## config.mk

```make
export PLATFORM = sky130hd
export DESIGN_NAME = pipeline_hazard_ctrl
export DESIGN_NICKNAME = d
export VERILOG_FILES = /design/src/rtl/pipe_ctrl_pkg.sv /design/src/rtl/branch_resolve.sv /design/src/rtl/pipeline_hazard_ctrl.sv
export SDC_FILE = /design/constraint.sdc
export NUM_CORES = 1
export LEC_CHECK = 0
export BUFFER_PORTS_ARGS = -buffer_cell sky130_fd_sc_hd__clkbuf_2
export CAP_MARGIN = 10
export CORE_AREA = 2 2 39 41
export DETAILED_ROUTE_END_ITERATION = 12
export DIE_AREA = 0 0 41 43
export GPL_TIMING_DRIVEN = 0
export SETUP_SLACK_MARGIN = 0.15
export SYNTH_ARGS = -nofsm -noshare
export SYNTH_HDL_FRONTEND = slang
export SYNTH_SLANG_ARGS = --single-unit
```

## constraint.sdc

```tcl
create_clock -name clk -period 1.5 [get_ports clk]
set_input_delay 0.075 -clock clk [delete_from_list [all_inputs] [get_ports clk]]
set_output_delay 0.075 -clock clk [all_outputs]
set_load 0.01 [all_outputs]
```

## src/rtl/pipe_ctrl_pkg.sv

```systemverilog
// Shared types and constants for the pipeline hazard controller.
// Optional counters in the top are enabled by the PIPE_PERF_CNT_EN macro.
package pipe_ctrl_pkg;

    localparam int unsigned REG_W   = 5;
    localparam int unsigned FUNCT_W = 4;
    localparam int unsigned F3_W    = 3;
    localparam int unsigned STATE_W = 2;
    localparam int unsigned CNT_W   = 32;

    typedef enum logic [STATE_W-1:0] {
        ST_RUN        = 2'd0,
        ST_LOAD_STALL = 2'd1,
        ST_MEM_WAIT   = 2'd2,
        ST_BR_FLUSH   = 2'd3
    } state_e;

    localparam logic [F3_W-1:0] BEQ = 3'b000;
    localparam logic [F3_W-1:0] BNE = 3'b001;
    localparam logic [F3_W-1:0] BLT = 3'b100;
    localparam logic [F3_W-1:0] BGE = 3'b101;

    // Bundle of pipeline sequencing controls
    typedef struct packed {
        logic pc_write;
        logic ifid_write;
        logic pipe_hold;
        logic pc_src;
        logic ifid_flush;
        logic idex_flush;
        logic exmem_flush;
    } pipe_ctrl_t;

    localparam pipe_ctrl_t CTRL_DEFAULT = '{
        pc_write: 1'b1, ifid_write: 1'b1, pipe_hold: 1'b0, pc_src: 1'b0,
        ifid_flush: 1'b0, idex_flush: 1'b0, exmem_flush: 1'b0
    };

    localparam pipe_ctrl_t CTRL_MEM_HOLD = '{
        pc_write: 1'b0, ifid_write: 1'b0, pipe_hold: 1'b1, pc_src: 1'b0,
        ifid_flush: 1'b0, idex_flush: 1'b0, exmem_flush: 1'b0
    };

    // Taken branch redirects the PC and squashes the three younger stages
    localparam pipe_ctrl_t CTRL_BRANCH = '{
        pc_write: 1'b1, ifid_write: 1'b1, pipe_hold: 1'b0, pc_src: 1'b1,
        ifid_flush: 1'b1, idex_flush: 1'b1, exmem_flush: 1'b1
    };

    localparam pipe_ctrl_t CTRL_LOAD_STALL = '{
        pc_write: 1'b0, ifid_write: 1'b0, pipe_hold: 1'b0, pc_src: 1'b0,
        ifid_flush: 1'b0, idex_flush: 1'b1, exmem_flush: 1'b0
    };

    function automatic logic [CNT_W-1:0] sat_inc(input logic [CNT_W-1:0] v);
        return (v == '1) ? v : v + CNT_W'(1);
    endfunction

endpackage

```

## src/rtl/branch_resolve.sv

```systemverilog
// Combinational branch condition evaluation for the instruction in EX/MEM.
module branch_resolve
    import pipe_ctrl_pkg::*;
(
    input  logic               Branch,
    input  logic               Zero,
    input  logic               Is_Greater,
    input  logic [FUNCT_W-1:0] funct,
    output logic               taken
);

    logic cond;
    logic unused_funct_hi;

    // Only funct3 selects the comparison; the upper bit carries no meaning here
    assign unused_funct_hi = funct[FUNCT_W-1];

    always_comb begin
        cond = 1'b0;
        case (funct[F3_W-1:0])
            BEQ:     cond = Zero;
            BNE:     cond = ~Zero;
            BLT:     cond = ~Is_Greater & ~Zero;
            BGE:     cond = Is_Greater | Zero;
            default: cond = 1'b0;
        endcase
    end

    assign taken = Branch & cond;

endmodule

```

## src/rtl/pipeline_hazard_ctrl.sv

```systemverilog
// Load-use, branch-flush and memory-wait sequencing for a 5-stage pipeline.
// Define PIPE_PERF_CNT_EN to add saturating stall/flush event counters.
module pipeline_hazard_ctrl
    import pipe_ctrl_pkg::*;
(
    input  logic               clk,
    input  logic               reset_n,
    input  logic [REG_W-1:0]   ifid_rs1,
    input  logic [REG_W-1:0]   ifid_rs2,
    input  logic               idex_MemRead,
    input  logic [REG_W-1:0]   idex_rd,
    input  logic               exmem_Branch,
    input  logic               exmem_Zero,
    input  logic               exmem_Is_Greater,
    input  logic [FUNCT_W-1:0] exmem_funct,
    input  logic               exmem_MemRead,
    input  logic               exmem_MemWrite,
    input  logic               mem_ready,
    output logic               pc_write,
    output logic               ifid_write,
    output logic               pipe_hold,
    output logic               pc_src,
    output logic               ifid_flush,
    output logic               idex_flush,
    output logic               exmem_flush,
    output logic [STATE_W-1:0] state_o
`ifdef PIPE_PERF_CNT_EN
    ,
    output logic [CNT_W-1:0]   stall_cnt,
    output logic [CNT_W-1:0]   flush_cnt
`endif
);

    state_e     state_q;
    state_e     state_d;
    pipe_ctrl_t ctrl;
    logic       branch_taken;
    logic       mem_busy;
    logic       load_use;

    branch_resolve u_branch_resolve (
        .Branch     (exmem_Branch),
        .Zero       (exmem_Zero),
        .Is_Greater (exmem_Is_Greater),
        .funct      (exmem_funct),
        .taken      (branch_taken)
    );

    assign mem_busy = (exmem_MemRead | exmem_MemWrite) & ~mem_ready;
    assign load_use = idex_MemRead & (idex_rd != '0)
                    & ((idex_rd == ifid_rs1) | (idex_rd == ifid_rs2));

    always_ff @(posedge clk or negedge reset_n) begin
        if (!reset_n) begin
            state_q <= ST_RUN;
        end else begin
            state_q <= state_d;
        end
    end

    // Event priority: memory wait, then branch redirect, then load-use bubble
    always_comb begin
        state_d = state_q;
        ctrl    = CTRL_DEFAULT;
        case (state_q)
            ST_RUN: begin
                if (mem_busy) begin
                    ctrl    = CTRL_MEM_HOLD;
                    state_d = ST_MEM_WAIT;
                end else if (branch_taken) begin
                    ctrl    = CTRL_BRANCH;
                    state_d = ST_BR_FLUSH;
                end else if (load_use) begin
                    ctrl    = CTRL_LOAD_STALL;
                    state_d = ST_LOAD_STALL;
                end else begin
                    state_d = ST_RUN;
                end
            end
            ST_LOAD_STALL: begin
                if (mem_busy) begin
                    ctrl    = CTRL_MEM_HOLD;
                    state_d = ST_MEM_WAIT;
                end else if (branch_taken) begin
                    ctrl    = CTRL_BRANCH;
                    state_d = ST_BR_FLUSH;
                end else begin
                    state_d = ST_RUN;
                end
            end
            ST_MEM_WAIT: begin
                if (mem_busy) begin
                    ctrl    = CTRL_MEM_HOLD;
                    state_d = ST_MEM_WAIT;
                end else begin
                    state_d = ST_RUN;
                end
            end
            ST_BR_FLUSH: begin
                if (mem_busy) begin
                    ctrl    = CTRL_MEM_HOLD;
                    state_d = ST_MEM_WAIT;
                end else begin
                    state_d = ST_RUN;
                end
            end
            default: begin
                state_d = ST_RUN;
            end
        endcase
    end

    assign pc_write    = ctrl.pc_write;
    assign ifid_write  = ctrl.ifid_write;
    assign pipe_hold   = ctrl.pipe_hold;
    assign pc_src      = ctrl.pc_src;
    assign ifid_flush  = ctrl.ifid_flush;
    assign idex_flush  = ctrl.idex_flush;
    assign exmem_flush = ctrl.exmem_flush;
    assign state_o     = STATE_W'(state_q);

`ifdef PIPE_PERF_CNT_EN
    always_ff @(posedge clk or negedge reset_n) begin
        if (!reset_n) begin
            stall_cnt <= '0;
            flush_cnt <= '0;
        end else begin
            if (!ctrl.pc_write) begin
                stall_cnt <= sat_inc(stall_cnt);
            end
            if (ctrl.exmem_flush) begin
                flush_cnt <= sat_inc(flush_cnt);
            end
        end
    end
`else
    // Event counters are not built in this configuration
`endif

endmodule

```

Word level (Yosys, flattened, before mapping)

Index checks and enable logic that the tools add are counted.

Bitwise operators: 11
Reduce and logical (&&, ||, !) cells: 4
Multiplexer cells: 15
Eq/ne operators: 8

Operator list:

| operator           | number |
|---|---|
| $mux 7             | 5 |
| $pmux 7 s3         | 1 |
| $eq 5x5->1         | 2 |
| $mux 2             | 5 |
| $eq 3x3->1 const B | 2 |
| $pmux 2 s3         | 1 |
| $and 1x1->1        | 5 |
| $reduce_bool 5->1  | 1 |
| $eq 2x2->1 const B | 2 |
| $mux 4             | 1 |
| $pmux 1 s4         | 1 |
| $eq 3x1->1 const B | 1 |
| $logic_not 3->1    | 1 |
| $not 1->1          | 3 |
| $or 1x1->1         | 3 |
| $eq 2x1->1 const B | 1 |
| $logic_not 2->1    | 1 |
| $reduce_or 2->1    | 1 |
| $mux 1             | 1 |

Word-level logic and storage cells: 39
Flip-flop bits (word level): 2
Input bits: 28
Output and inout bits: 9

Depth between registers and ports, before layout

Depth after elaboration: 7
Depth in mapped cells: 5
Mapped depth without buffers: 4

Hierarchy

A second synthesis with hierarchy kept.

Cells, all modules: 37
Area total of the unflattened synthesis: 299.0 um^2

Modules (own cells, without submodules):

| module               | cells an instance | area an instance (um^2) | times used | seq. area each (um^2) |
|---|---|---|---|---|
| pipeline_hazard_ctrl | 32                | 257.7                   | 1          | 50.0 |
| branch_resolve       | 5                 | 41.3                    | 1          | 0.0 |

Worst setup path before layout

Ideal clock, no wire load.

Path kind: register -> output
Start: register state_q[0], in the netlist state_o[0]
End: output pc_write
Buffers on the path: 1
Path slack: -3 ps
Data required time: 1425 ps
Cell stages (with the launch flop): 5
Data arrival time: 1428 ps
Cell sequence: dfrtp_1 a2111oi_2 or3b_1 o21ba_1 buf_4

Word-level cells in the longest chain between the ends: 3
Elaborated cells between the ends (all ways): 6
Those cells by class: eq/ne: 3; mux: 1; reduce/logical: 2

Ends and longest elaborated chain:

| item                      | RTL line                   | source |
|---|---|---|
| from (decl)               | pipeline_hazard_ctrl.sv:34 | `state_e state_q;` |
| from (signal assigned)    | pipeline_hazard_ctrl.sv:57 | `state_q <= state_d;` |
| $eq 2x2->1                | pipeline_hazard_ctrl.sv:65 | `case (state_q)` |
| $reduce_or 2->1 (no line) | --                         |  |
| $pmux 7 s3 (*)            | pipeline_hazard_ctrl.sv:65 |  |
| to (decl)                 | pipeline_hazard_ctrl.sv:19 | `output logic pc_write,` |

Every way passes the cells marked *; elsewhere a longest branch is shown, timed or not.

Final worst setup path

Same ends and word-level chain as after synthesis.

==> flow_metrics.env <==
export IMPL_ys_types=20
export IMPL_n_antenna_cell=0
export IMPL_fmax_ghz=0.5634
export IMPL_gp_congestion=0.6466
export IMPL_drt_total_wl_um=978
export IMPL_area_delta_synth_final_pct=86.91
export IMPL_instances_no_fill=97
export IMPL_use_met1_pct=11.25
export IMPL_syn_area_sq_um=344.1
export IMPL_cts_tree="yes"
export IMPL_dieArea_sq_mm=0.001763
export IMPL_nNetsFinal=111
export IMPL_synth_most_common_cell="xor2_1"
export IMPL_holdCritPathClass="input port to asynchronous set/reset pin"
export IMPL_p_leak_nw=0.3386
export IMPL_cpLargestDelayFamily="compound AO/OA/AOI/OAI gates"
export IMPL_arrival_ns=1.70
export IMPL_syn_inst=40
export IMPL_dr_total_vias=442
export IMPL_rows=14
export IMPL_avgSynthCellArea_sq_um=8.602
export IMPL_grt_pass1_wl_um=1518
export IMPL_route_detailed_wl_per_inst_um=10.08
export IMPL_vias_per_cell=4.557
export IMPL_powerDensity_mw_per_mm2=514.4
export IMPL_crit_chain="a2111oi_4 -> or3b_1 -> o21ba_1 -> buf_4 -> clkbuf_2"
export IMPL_drtIter0Drc=0
export IMPL_finalCriticalPeriod_ns=1.775
export IMPL_use_met3_pct=2.618
export IMPL_coreArea_sq_mm=0.001384
export IMPL_synthTopCellsByArea="xor2_1, dfrtp_1, a2111oi_4"
export IMPL_ys_ff_latch=2
export IMPL_grt_max_degree=5
export IMPL_port_buffers=35
export IMPL_grt_pass1_vias=421
export IMPL_start_util_pct=24.86
export IMPL_setup_violations=5
export IMPL_gr_total_overflow=0
export IMPL_rsz0062_at_grt="yes"
export IMPL_tightest_slew_ns=0.3590
export IMPL_min_period_over_period_pct=118.3
export IMPL_vdd_drop_max_v=0.0005954
export IMPL_cp_max_fo=2
export IMPL_die_h_um=43
export IMPL_largest_reg_flops=2
export IMPL_clk_pin_slew_ns=0.03
export IMPL_final_core_util_pct=46.47
export IMPL_syn_nets=68
export IMPL_first_pass_iters=1
export IMPL_yosys_warnings=0
export IMPL_finalHoldViolCount=0
export IMPL_dp_hpwl_um=789
export IMPL_drc=0
export IMPL_cts_root_buf="clkbuf_4"
export IMPL_violations="negative setup slack"
export IMPL_end_kind="output port"
export IMPL_die_w_um=41
export IMPL_use_met2_pct=24.06
export IMPL_worstSetupPathType="flip-flop to output port"
export IMPL_seq_area_frac_synth_pct=14.55
export IMPL_synth_top_area_share_pct=25.45
export IMPL_required_ns=1.42
export IMPL_startpoint_type="flip-flop"
export IMPL_slowest_delay_ns=0.40
export IMPL_busiest_layer="met2"
export IMPL_cts_sinks=2
export IMPL_maxSlewViolCount=0
export IMPL_antenna_found_initial=0
export IMPL_synth_edf_count=0
export IMPL_ios=37
export IMPL_clk_latency_ns=0.23
export IMPL_async_flop_share_pct=100.0
export IMPL_htree_levels=1
export IMPL_critPathBufInv=2
export IMPL_yosys_area_top_type="xor2_1"
export IMPL_drive_gt1_share_pct=61.73
export IMPL_track_usage_pct=12.65
export IMPL_cts_inserted_buffers=3
export IMPL_slew_headroom_pct=75.89
export IMPL_status="finished with violations"
export IMPL_final_antenna_net_count=0
export IMPL_synth_commonest_cells="xor2_1, nor2_1, buf_4, inv_1, nor3_1"
export IMPL_cap_viol_max_count=0
export IMPL_fin_worst_skew_ns=0.009193
export IMPL_ys_flop_type="dfrtp_1"
export IMPL_dp_cells=91
export IMPL_worst_slack_ns=-0.2750
export IMPL_cp_slowest_cell="dfrtp_1"
export IMPL_clockBufferDepth=2
cell families after synthesis:
family	share of synthesized area [%]
xor gates and xnor gates	25.45
and+or+nand+nor	24.73
buffers and inverters	9.817
DFF	14.55
AOI/OAI and AO/OA	25.45
power breakdown:
group	leakage (nW)	internal, W	total, W	switching (W)
combinational	0.299	0.0000811	0.000144	0.0000634
clock	0.0138	0.0000886	0.000124	0.0000352
sequential	0.0259	0.0000577	0.0000625	0.00000478
total	0.339	0.000227	0.000331	0.000103
routing by layer:
layer,part of all wire [%],up-vias
li1,-,219
met1,32,197
met2,57,24
met3,9.5,2
met4,1.6,0
met5,0,-
layout by cell type (no fill, tap or decap):
cell type / instances
or3b_1: 1
a22oi_1: 1
buf_6: 6
o21bai_1: 1
or3b_4: 1
nor3_1: 3
inv_2: 1
buf_2: 2
clkbuf_4: 3
clkbuf_2: 29
o21ba_2: 1
o21ai_1: 1
inv_1: 2
o21ba_1: 1
nand2_1: 1
dfrtp_1: 2
dlygate4sd3_1: 1
and3b_1: 1
and3_4: 1
o21ai_4: 1
buf_4: 3
or2b_1: 1
xor2_1: 10
a2111oi_4: 2
nor2_1: 5
final timing paths:
check                         startpoint  cells past startpoint  slack [ns]          to
max                           state_o[0]                      5       -0.27    pc_write
min                              reset_n                      2        0.17  state_o[1]
max reg2reg                   state_o[0]                      4        0.36  state_o[0]
min reg2reg                   state_o[1]                      1        0.57  state_o[1]
max in group asynchronous        reset_n                      2        1.23  state_o[0]
min in group clk           exmem_MemRead                      3        0.23  state_o[1]
repair_timing:
action / 4_1_cts / 5_1_grt
setup endpoints to repair: 6 / 6
setup buffers: 0 / 2
hold buffers: 1 / 0
gates resized for setup: 8 / 8
pin swaps: 0 / 3
hold endpoints to repair: 2 / 0
worst register-to-register path, cell delays in order (launching register included):
cell and delay, ns:
dfrtp_1 0.40, a2111oi_4 0.28, buf_4 0.16, nand2_1 0.05
o21ai_1 0.17
area by class of cell:
class                      instances  area (sq um)
buffer                             3         30.03
clock buffer                       3         22.52
fill                             152         740.7
inverter                           3         11.26
multi-input combinational         32         284.0
sequential                         2         50.05
tap                               16         20.02
timing repair buffer              38         225.2
per-stage QoR:
stage	hold WS, ns	setup TNS (ns)	setup slack [ns]	total power (W)	instance area [sq um]
2_1_floorplan	-0.2206	-0.003452	-0.003452	0.0001252	344.1
3_3_place_gp	-0.1399	-0.06725	-0.06725	0.0001865	539.3
3_5_place_dp	-0.1390	-0.08675	-0.08675	0.0001881	539.3
4_1_cts	0.1528	-0.4832	-0.2990	0.0003281	604.3
5_1_grt	0.1696	-1.002	-0.3618	0.0003602	643.1
6_report	0.1681	-0.5635	-0.2750	0.0003308	643.1
Power figures use the tool's default switching activity.
